--- config.mk ---
export PLATFORM = sky130hd
export DESIGN_NAME = mdu_iter
export DESIGN_NICKNAME = d
export VERILOG_FILES = /design/src/rtl/mdu_iter.sv
export SDC_FILE = /design/constraint.sdc
export NUM_CORES = 1
export LEC_CHECK = 0
export ABC_AREA = 1
export CORE_MARGIN = 2
export CORE_UTILIZATION = 24
export CTS_CLUSTER_SIZE = 12
export DETAILED_ROUTE_END_ITERATION = 7
export PLACE_DENSITY = 0.39
export SYNTH_ARGS = -nofsm -noshare
export SYNTH_HDL_FRONTEND = slang
export SYNTH_SLANG_ARGS = --single-unit
--- constraint.sdc ---
create_clock -name clk -period 2.55 [get_ports clk]
set_input_delay 0.6375 -clock clk [delete_from_list [all_inputs] [get_ports clk]]
set_output_delay 0.6375 -clock clk [all_outputs]
set_load 0.01 [all_outputs]
--- src/rtl/mdu_iter.sv ---
// Iterative multiply/divide unit holding the architectural HI/LO registers.
// MULT/MULTU use a shift-add loop and DIV/DIVU use a restoring loop, one step
// per cycle for WIDTH cycles. Both run on operand magnitudes, and one final
// cycle applies the sign correction. MTHI/MTLO write HI/LO directly while idle.
//
// Ports
//   clk    rising-edge clock
//   rst    synchronous active-high reset; aborts any op in flight
//   start  request, sampled only while busy=0
//   op     000 MULT, 001 MULTU, 010 DIV, 011 DIVU, 100 MTHI, 101 MTLO, 11x no-op
//   a, b   rs / rt operands
//   busy   high while an arithmetic op is in flight
//   done   one-cycle pulse when hi/lo first show a new arithmetic result
//   hi, lo HI / LO registers
module mdu_iter #(
  parameter int unsigned WIDTH = 32
) (
  input  logic             clk,
  input  logic             rst,
  input  logic             start,
  input  logic [2:0]       op,
  input  logic [WIDTH-1:0] a,
  input  logic [WIDTH-1:0] b,
  output logic             busy,
  output logic             done,
  output logic [WIDTH-1:0] hi,
  output logic [WIDTH-1:0] lo
);

  localparam int unsigned CW = $clog2(WIDTH + 1);
  localparam int unsigned AW = 2 * WIDTH;

  typedef enum logic [1:0] {IDLE, CALC, FIX} state_t;

  state_t           state_q, state_d;
  logic [CW-1:0]    cnt_q, cnt_d;
  logic             is_div_q, is_div_d;
  logic             is_sgn_q, is_sgn_d;
  logic             sa_q, sa_d;
  logic             sb_q, sb_d;
  logic [AW-1:0]    acc_q, acc_d;     // mul: {partial, multiplier}; div: {remainder, dividend/quotient}
  logic [WIDTH:0]   opnd_q, opnd_d;   // multiplicand or divisor magnitude
  logic [WIDTH-1:0] a_hold_q, a_hold_d;
  logic             busy_d, done_d;
  logic [WIDTH-1:0] hi_d, lo_d;

  // Two's-complement magnitude in WIDTH+1 bits so the most negative value is exact.
  function automatic logic [WIDTH:0] mag(input logic [WIDTH-1:0] x, input logic neg);
    mag = neg ? ((WIDTH + 1)'(0) - {x[WIDTH-1], x}) : {1'b0, x};
  endfunction

  logic             sgn_op;
  logic             a_neg, b_neg;
  logic [WIDTH:0]   a_mag, b_mag;

  assign sgn_op = ~op[0];
  assign a_neg  = sgn_op & a[WIDTH-1];
  assign b_neg  = sgn_op & b[WIDTH-1];
  assign a_mag  = mag(a, a_neg);
  assign b_mag  = mag(b, b_neg);

  // One shift-add step: conditionally add the multiplicand to the upper half, then shift right.
  logic [WIDTH:0]   mul_sum;
  logic [AW-1:0]    mul_step;
  assign mul_sum  = {1'b0, acc_q[AW-1:WIDTH]} + (acc_q[0] ? opnd_q : '0);
  assign mul_step = {mul_sum, acc_q[WIDTH-1:1]};

  // One restoring-division step: shift left, trial-subtract, keep on non-negative.
  logic [WIDTH:0]   rem_sh;
  logic [WIDTH-1:0] dvd_sh;
  logic [WIDTH+1:0] div_diff;
  logic             div_ok;
  logic [AW-1:0]    div_step;
  assign rem_sh   = acc_q[AW-1:WIDTH-1];
  assign dvd_sh   = {acc_q[WIDTH-2:0], 1'b0};
  assign div_diff = {1'b0, rem_sh} - {1'b0, opnd_q};
  assign div_ok   = ~div_diff[WIDTH+1];
  assign div_step = div_ok ? {div_diff[WIDTH-1:0], dvd_sh[WIDTH-1:1], 1'b1}
                           : {rem_sh[WIDTH-1:0], dvd_sh};

  // Sign correction applied in the FIX cycle.
  logic             neg_res;
  logic [AW-1:0]    prod_fix;
  logic [WIDTH-1:0] quo_fix, rem_fix;
  assign neg_res  = is_sgn_q & (sa_q ^ sb_q);
  assign prod_fix = neg_res ? -acc_q : acc_q;
  assign quo_fix  = neg_res ? -acc_q[WIDTH-1:0] : acc_q[WIDTH-1:0];
  assign rem_fix  = (is_sgn_q & sa_q) ? -acc_q[AW-1:WIDTH] : acc_q[AW-1:WIDTH];

  // Carry-out bit of the trial subtraction below the sign is never needed.
  logic unused_bits;
  assign unused_bits = &{1'b0, div_diff[WIDTH]};

  // Next-state and next-register logic.
  always_comb begin
    state_d  = state_q;
    cnt_d    = cnt_q;
    is_div_d = is_div_q;
    is_sgn_d = is_sgn_q;
    sa_d     = sa_q;
    sb_d     = sb_q;
    acc_d    = acc_q;
    opnd_d   = opnd_q;
    a_hold_d = a_hold_q;
    busy_d   = busy;
    done_d   = 1'b0;
    hi_d     = hi;
    lo_d     = lo;

    case (state_q)
      IDLE: begin
        if (start) begin
          if (!op[2]) begin
            state_d  = CALC;
            busy_d   = 1'b1;
            cnt_d    = CW'(WIDTH);
            is_div_d = op[1];
            is_sgn_d = sgn_op;
            sa_d     = a_neg;
            sb_d     = b_neg;
            a_hold_d = a;
            if (op[1]) begin
              acc_d  = {{WIDTH{1'b0}}, a_mag[WIDTH-1:0]};
              opnd_d = b_mag;
            end else begin
              acc_d  = {{WIDTH{1'b0}}, b_mag[WIDTH-1:0]};
              opnd_d = a_mag;
            end
          end else if (!op[1]) begin
            if (op[0]) lo_d = a;
            else       hi_d = a;
          end
        end
      end

      CALC: begin
        acc_d = is_div_q ? div_step : mul_step;
        cnt_d = cnt_q - CW'(1);
        if (cnt_q == CW'(1)) state_d = FIX;
      end

      FIX: begin
        state_d = IDLE;
        busy_d  = 1'b0;
        done_d  = 1'b1;
        if (!is_div_q) begin
          hi_d = prod_fix[AW-1:WIDTH];
          lo_d = prod_fix[WIDTH-1:0];
        end else if (opnd_q == '0) begin
          // Divide by zero: all-ones quotient, dividend passed through untouched.
          hi_d = a_hold_q;
          lo_d = '1;
        end else begin
          hi_d = rem_fix;
          lo_d = quo_fix;
        end
      end

      default: state_d = IDLE;
    endcase
  end

  // State and datapath registers.
  always_ff @(posedge clk) begin
    if (rst) begin
      state_q  <= IDLE;
      cnt_q    <= '0;
      is_div_q <= 1'b0;
      is_sgn_q <= 1'b0;
      sa_q     <= 1'b0;
      sb_q     <= 1'b0;
      acc_q    <= '0;
      opnd_q   <= '0;
      a_hold_q <= '0;
      busy     <= 1'b0;
      done     <= 1'b0;
      hi       <= '0;
      lo       <= '0;
    end else begin
      state_q  <= state_d;
      cnt_q    <= cnt_d;
      is_div_q <= is_div_d;
      is_sgn_q <= is_sgn_d;
      sa_q     <= sa_d;
      sb_q     <= sb_d;
      acc_q    <= acc_d;
      opnd_q   <= opnd_d;
      a_hold_q <= a_hold_d;
      busy     <= busy_d;
      done     <= done_d;
      hi       <= hi_d;
      lo       <= lo_d;
    end
  end

endmodule

==> flow_summary_export.csv, run 1 <==
group,metric,value,unit
place,dpl-instance-area,27400,sq um
setup_path,worstSetupStartpointType,"flip-flop",
setup_path,reg2reg_path_depth,14,
synthesis,yosys_warnings,0,
pwr,p_per_area,453,nW/um^2
routing,route.detailed.drc,0,
synthesis,syn_nets,3944,
setup_path,regToRegSetupSlack,0.03,ns
clocking,cts_made_buffers,29,
floorplanning,core_region_area,85400,sq um
timing,report.final.hold_viol_count,0,
final_layout,post-route-cell-area,29500,sq um
setup_path,arrival,2.95,ns
pwr,ir_worst_vdd,0.000529,V
routing,avgViaCountPerCell,4.82,
global_routing,grt_first_pass_wirelength,177,mm
floorplanning,fp.dieW,298,um
timing,clock.fmax,397,MHz
routing,detail_route.wl_per_cell,22.4,um
timing,maxSlewViolCount,0,
timing,worst_slew_margin_rel,49.5,%
hold_path,hold_path_startpoint,"a_hold_q[12]$_SDFFE_PP0P_",
clocking,htree_num_levels,1,
final_layout,regArea,4190,sq um
timing,finalSetupViolCount,0,
floorplanning,die-area,88800,sq um
clocking,ctsRootBufferMaster,"clkbuf_16",
synthesis,asyncSetResetFlopFracSynth,0,%
synthesis,postSynthAreaPerCell,5.46,sq um
global_routing,via_count_of_the_first_global_routing_pass,25800,
timing,period_share,98.8,%
synthesis,synth_enable_flop_cells,0,
routing,drt_iter0_drc,2610,
status,run_status,"complete, no violations",
routing,via_count,26800,
synthesis,synth_top_cell_area_share,21.0,%
synthesis,yosys_most_used_dff,"dfxtp_1",
synthesis,synthTopCellsByCount,"nand2_1, inv_1, nor2_1",
synthesis,synth.yosys.seq_area_share,20.0,%
place,placement.io_buffers,135,
clocking,worst_skew_pair.late_latency,0.62,ns
synthesis,ys_ff_latch,207,
synthesis,synth_cells,3801,
global_routing,initial_antenna_violation_count,4,
timing,rsz_0062_raised_after_global_routing,"true",
job,max_cap_viol_count,0,
floorplanning,floorplan.rows,107,
setup_path,worstSetupPathType,"reg2reg",
setup_path,critical_path.endpoint_type,"flip-flop",
clocking,worst_setup_hold_path_clk_slew,0.07,ns
synthesis,synth_most_common_cell,"nand2_1",
timing,fin_worst_skew,0.0510,ns
floorplanning,floorplan.io_pins,136,
pwr,leakage,0.0148,uW
final_layout,finalCoreUtilization,34.5,%
synthesis,post_synth_num_cell_types,55,
routing,drt.antenna.violating_nets,0,
final_layout,num-nets-final,4539,
clocking,cts_tree,"done",
routing,detail_route.first_pass.iterations,7,
setup_path,timing.critical_path.required,2.99,ns
final_layout,nFillCells,9894,
routing,detail_route.wirelength,125,mm
final_layout,multi_input_comb_area,14600,sq um
global_routing,grt-ovfl-total,0,
timing,post-route-min-period,2.52,ns
timing,tightestPinTransition,0.757,ns
synthesis,synth.cell_area,20700,sq um
floorplanning,initial_core_util,24.3,%
synthesis,synth_area_leaders,"nand2_1, dfxtp_1, inv_1",
hold_path,timing.hold.worst.class,"reg2reg",
final_layout,final_layout_size_suffix_gt1_share,20.1,%
place,globalplace.congestion,0.992,
clocking,max-clock-path-buffers,3,
global_routing,grt_start_max_net_pins,97,
hold_path,whs_endpoint,"a_hold_q[12]$_SDFFE_PP0P_",
clocking,clock_sinks,207,
synthesis,synth.largest_area_cell,"nand2_1",
setup_path,crit-reg2reg-launch,"opnd_q[24]$_SDFFE_PP0P_",
place,dp.final_hpwl,104,mm
setup_path,timing.critical_path.fanout_max,7,
floorplanning,dieHeight,298,um
global_routing,grt_util_all_layers,27.0,%
hold_path,hold_path_depth,2,
setup_path,timing.rr.end,"acc_q[34]$_SDFFE_PP0P_",
final_layout,p_r_area_growth_vs_syn,42.1,%
==> worst max path at each step <==
stage | end | start
after floorplan | acc_q[59]$_SDFFE_PP0P_ | acc_q[0]$_SDFFE_PP0P_
after global placement | opnd_q[31]$_SDFFE_PP0P_ | a[0]
after detailed placement | opnd_q[31]$_SDFFE_PP0P_ | a[0]
after CTS | acc_q[47]$_SDFFE_PP0P_ | opnd_q[12]$_SDFFE_PP0P_
after global routing | acc_q[59]$_SDFFE_PP0P_ | acc_q[0]$_SDFFE_PP0P_
final | acc_q[34]$_SDFFE_PP0P_ | opnd_q[24]$_SDFFE_PP0P_
==> stage by stage <==
stage | worst slack (ns) | setup TNS, ns | power [uW] | hold WS, ns | cells
after global routing | -0.0549 | -0.222 | 14000 | 0.482 | 5563
final | 0.0307 | 0 | 13400 | 0.455 | 5565
after detailed placement | -0.512 | -22.07 | 8720 | 0.447 | 5495
after floorplan | 0.111 | 0 | 6140 | 0.424 | 3801
after CTS | -0.0141 | -0.0276 | 13200 | 0.456 | 5550
after global placement | -0.443 | -22.95 | 8750 | 0.443 | 5495
==> kinds of logic after synthesis <==
family	count (synthesis)	share of synthesized area, %
adders and majority gates	73	4.47
and+or+nand+nor	2066	41.7
buffers and inverters	747	14.1
AOI/OAI and AO/OA	610	15.7
DFF	207	20.0
xor gates and xnor gates	98	4.14
==> registers in the layout, indices dropped and copies added, names as in the netlist <==
signal,cells
acc_q,64
lo,32
busy,1
sb_q,1
a_hold_q,32
opnd_q,33
hi,32
is_div_q,1
state_q,2
done,1
is_sgn_q,1
cnt_q,6
sa_q,1
==> layout make-up <==
type                       instances  share of cell area [%]
multi-input combinational       2848                    49.5
clock inverter                    16                   0.658
antenna                            2                  0.0170
inverter                         604                    7.70
sequential                       207                    14.2
tap                             1144                    4.85
clock buffer                      38                    2.78
timing repair buffer             706                    20.3
==> report_power, final <==
part / switching [uW] / internal, uW / leakage [uW]
clock: 1850 / 2580 / 0.000485
combinational: 3320 / 1950 / 0.0127
sequential: 228 / 3440 / 0.00170
==> placed cells by master (no fill, tap or decap), drive strengths merged <==
| cell | n |
|---|---|
| clkinv | 8 |
| nor3 | 20 |
| nand3 | 336 |
| clkbuf | 39 |
| nor4 | 2 |
| clkdlybuf4s50 | 134 |
| o32ai | 1 |
| nand3b | 27 |
| nand2 | 1174 |
| and3 | 5 |
| nand4 | 49 |
| or2 | 10 |
| ha | 71 |
| nor2 | 432 |
| a21o | 1 |
| a22oi | 5 |
| nor3b | 3 |
| o22ai | 3 |
| nor2b | 1 |
| a21boi | 1 |
| xor2 | 79 |
| and2 | 8 |
| o221ai | 7 |
| o21bai | 8 |
| bufinv | 3 |
| o31ai | 2 |
| clkinvlp | 5 |
| inv | 604 |
| diode | 2 |
| buf | 571 |
| o211ai | 28 |
| o21ai | 281 |
| a211oi | 1 |
| dfxtp | 207 |
| o21a | 1 |
| fa | 2 |
| xnor2 | 19 |
| a21oi | 263 |
| a31oi | 8 |
==> routing by layer <==
metal	track usage [%]	share of wire (%)	vias to the layer above
li1	-	-	13200
met1	36.6	44	12500
met2	44.8	45	940
met3	2.23	6.1	154
met4	9.66	4.1	0
met5	0	0	-
==> what timing repair did <==
| action | 4_1_cts | 5_1_grt |
|---|---|---|
| hold buffers | 0 | 0 |
| endpoints found under the hold margin | 0 | 0 |
| pin swaps | 2 | 29 |
| setup buffers | 1 | 11 |
| gates resized for setup | 38 | 198 |
| setup endpoints to repair | 33 | 48 |
| cloned | 0 | 2 |
==> critical path, cell delays in order, from the launching register on <==
cell and delay (ns):
dfxtp_2 0.36, inv_1 0.21, ha_4 0.26, nand2_1 0.07, nand2_1 0.11, inv_1 0.08
nand2_1 0.06, o21bai_2 0.22, a21oi_4 0.23, nand2_8 0.15, nor2_8 0.20, buf_6 0.13
nand2_1 0.11, nand3b_1 0.11, a21oi_1 0.06
No activity file was read; power rests on OpenSTA's default activity.
==> run 2: changes to the inputs <==
Settings changed: CORE_UTILIZATION 24 to 35, PLACE_DENSITY 0.39 to 0.53.
==> flow_summary_export.csv, run 2 (synthesized netlist as in run 1, its figures left out) <==
group,metric,value,unit
setup_path,worstSetupStartpointType,"flip-flop",
final_layout,most-common-layout-cells,"nand2_1, inv_1, buf_4",
place,globalplace.congestion,1.07,
final_layout,post-route-cell-area,27800,sq um
final_layout,num-nets-final,4457,
clocking,cts_made_buffers,26,
floorplanning,floorplan.io_pins,136,
setup_path,path_delay_family,"simple AND/OR/NAND/NOR gates",
clocking,htree_num_levels,1,
final_layout,p_r_area_growth_vs_syn,34.1,%
routing,drt.antenna.violating_nets,0,
timing,maxSlewViolCount,0,
place,dp.final_hpwl,91.5,mm
floorplanning,floorplan.rows,89,
setup_path,worstSetupPathType,"reg2reg",
floorplanning,initial_core_util,35.3,%
setup_path,critical_path_buf_inv_count,3,
place,dpl_worst_slack,-0.396,ns
setup_path,arrival,3.07,ns
timing,report.final.hold_viol_count,0,
routing,drt_iter0_drc,2937,
clocking,ctsRootBufferMaster,"clkbuf_16",
place,dpl-instance-area,26300,sq um
hold_path,timing.hold.worst.class,"reg2reg",
place,placedCellCount,5050,
floorplanning,dieHeight,247,um
final_layout,mostFrequentLayoutCell,"nand2_1",
global_routing,grt_first_pass_wirelength,160,mm
clocking,clock_sinks,207,
routing,avgViaCountPerCell,5.26,
global_routing,initial_antenna_violation_count,0,
floorplanning,core_region_area,58800,sq um
pwr,p_per_area,457,nW/um^2
clocking,cts_tree,"done",
final_layout,nFillCells,6549,
floorplanning,fp.dieW,247,um
clocking,worst_setup_hold_path_clk_slew,0.07,ns
setup_path,timing.critical_path.fanout_max,8,
final_layout,multi_input_comb_area,14200,sq um
setup_path,cpMaxStageDelayCell,"dfxtp_1",
final_layout,regArea,4170,sq um
routing,detail_route.wirelength,111,mm
setup_path,timing.critical_path.required,3.08,ns
setup_path,critical_path.endpoint_type,"flip-flop",
clocking,cts_hold_buffers,0,
timing,final_worst_setup_slack,0.0123,ns
routing,via_count,26900,
timing,finalSetupViolCount,0,
routing,detail_route.wl_per_cell,21.7,um
setup_path,slowest_delay,0.42,ns
timing,clock.fmax,394,MHz
routing,route.detailed.drc,0,
final_layout,layout_top_registers,"acc_q: 64 flops, opnd_q: 33 flops",
clocking,worst_skew_pair.late_latency,0.60,ns
global_routing,grt-ovfl-total,0,
final_layout,largest_reg_flops,64,
job,max_cap_viol_count,0,
setup_path,worstPathCellList,"inv_1 > ha_1 > buf_4 > nand2_1 > nor2_2 > nand2_1 > nor2_2 > nand2_4 > nand2_8 > buf_6 > nand3_1 > nand2_1 > nand2_1 > a21oi_1",
routing,detail_route.first_pass.iterations,7,
pwr,leakage,0.0144,uW
timing,fin_worst_skew,0.0565,ns
timing,post-route-min-period,2.54,ns
global_routing,grt_util_all_layers,35.4,%
timing,tightestPinTransition,0.693,ns
timing,period_share,99.5,%
pwr,ir_worst_vdd,0.000469,V
final_layout,final_layout_size_suffix_gt1_share,16.5,%
global_routing,grt_start_max_net_pins,103,
setup_path,worst_path_most_repeated_cell,"nand2_1",
timing,rsz_0062_raised_after_global_routing,"true",
status,run_status,"complete, no violations",
clocking,max-clock-path-buffers,3,
final_layout,max_flop_register,"acc_q",
floorplanning,die-area,61200,sq um
place,placement.io_buffers,135,
global_routing,via_count_of_the_first_global_routing_pass,24900,
final_layout,layout.cells.non_filler,5108,
timing,worst_slew_margin_rel,53.8,%
==> run 2: cell types whose count changed in the layout (fill, tap and decap cells not counted), sizes merged, moves of 2 or more <==
cell,previous run,this run
clkinvlp,5,0
clkbuf,39,35
clkinv,8,10
buf,571,494
==> run 2: worst paths after layout <==
kind | startpoint | endpoint | slack [ns] | cells past startpoint
hold / removal | a_hold_q[2]$_SDFFE_PP0P_ | a_hold_q[2]$_SDFFE_PP0P_ | 0.45 | 2
setup / recovery | opnd_q[18]$_SDFFE_PP0P_ | acc_q[53]$_SDFFE_PP0P_ | 0.01 | 14
hold reg to reg | a_hold_q[2]$_SDFFE_PP0P_ | a_hold_q[2]$_SDFFE_PP0P_ | 0.45 | 2
setup reg to reg | opnd_q[18]$_SDFFE_PP0P_ | acc_q[53]$_SDFFE_PP0P_ | 0.01 | 14
==> run 2: worst reg2reg max path: stages (launching register included) <==
cell and delay [ns]:
dfxtp_1 0.42, inv_1 0.13, ha_1 0.32, buf_4 0.14, nand2_1 0.12, nor2_2 0.15, nand2_1 0.12, nor2_2 0.14
nand2_4 0.09, nand2_8 0.16, buf_6 0.17, nand3_1 0.24, nand2_1 0.14, nand2_1 0.06, a21oi_1 0.11
==> run 2: per-layer routing <==
layer	vias to the layer above	track usage, %	routed length (um)
li1	13000	-	-
met2	1307	56.3	48800
met1	12300	46.7	46400
met3	235	4.04	8910
met5	-	0	0
met4	0	19.0	6760
==> run 2: cell type report <==
| type | count | share of cell area, % |
|---|---|---|
| flip-flops and latches | 207 | 15.0 |
| diodes | 1 | 0.00900 |
| clock buffers | 35 | 2.53 |
| well taps | 773 | 3.48 |
| clock inverters | 13 | 0.661 |
| inverters | 604 | 8.16 |
| repair buffers | 628 | 19.1 |
| multi-input cells | 2847 | 51.1 |
==> run 2: metrics by stage <==
step / TNS (ns) / utilization (%) / hold WS [ns] / power [uW]
after floorplan: 0 / - / 0.424 / 6140
after global placement: -14.56 / 44.7 / 0.432 / 8490
after detailed placement: -15.28 / 44.7 / 0.441 / 8470
after CTS: 0 / 46.3 / 0.450 / 12500
after global routing: -0.0755 / 47.3 / 0.467 / 13200
final: 0 / 47.3 / 0.451 / 12700
==> run 2: power by group <==
part	switching, uW	internal [uW]	total (uW)	leakage (uW)
clock	1690	2350	4050	0.000439
sequential	224	3440	3660	0.00170
combinational	3170	1850	5020	0.0123
==> run 2: repair_timing <==
action	CTS	global route
resized for setup	9	123
buffers inserted	0	9
pin swaps	0	8
cloned	0	0
endpoints found under the setup margin	32	50
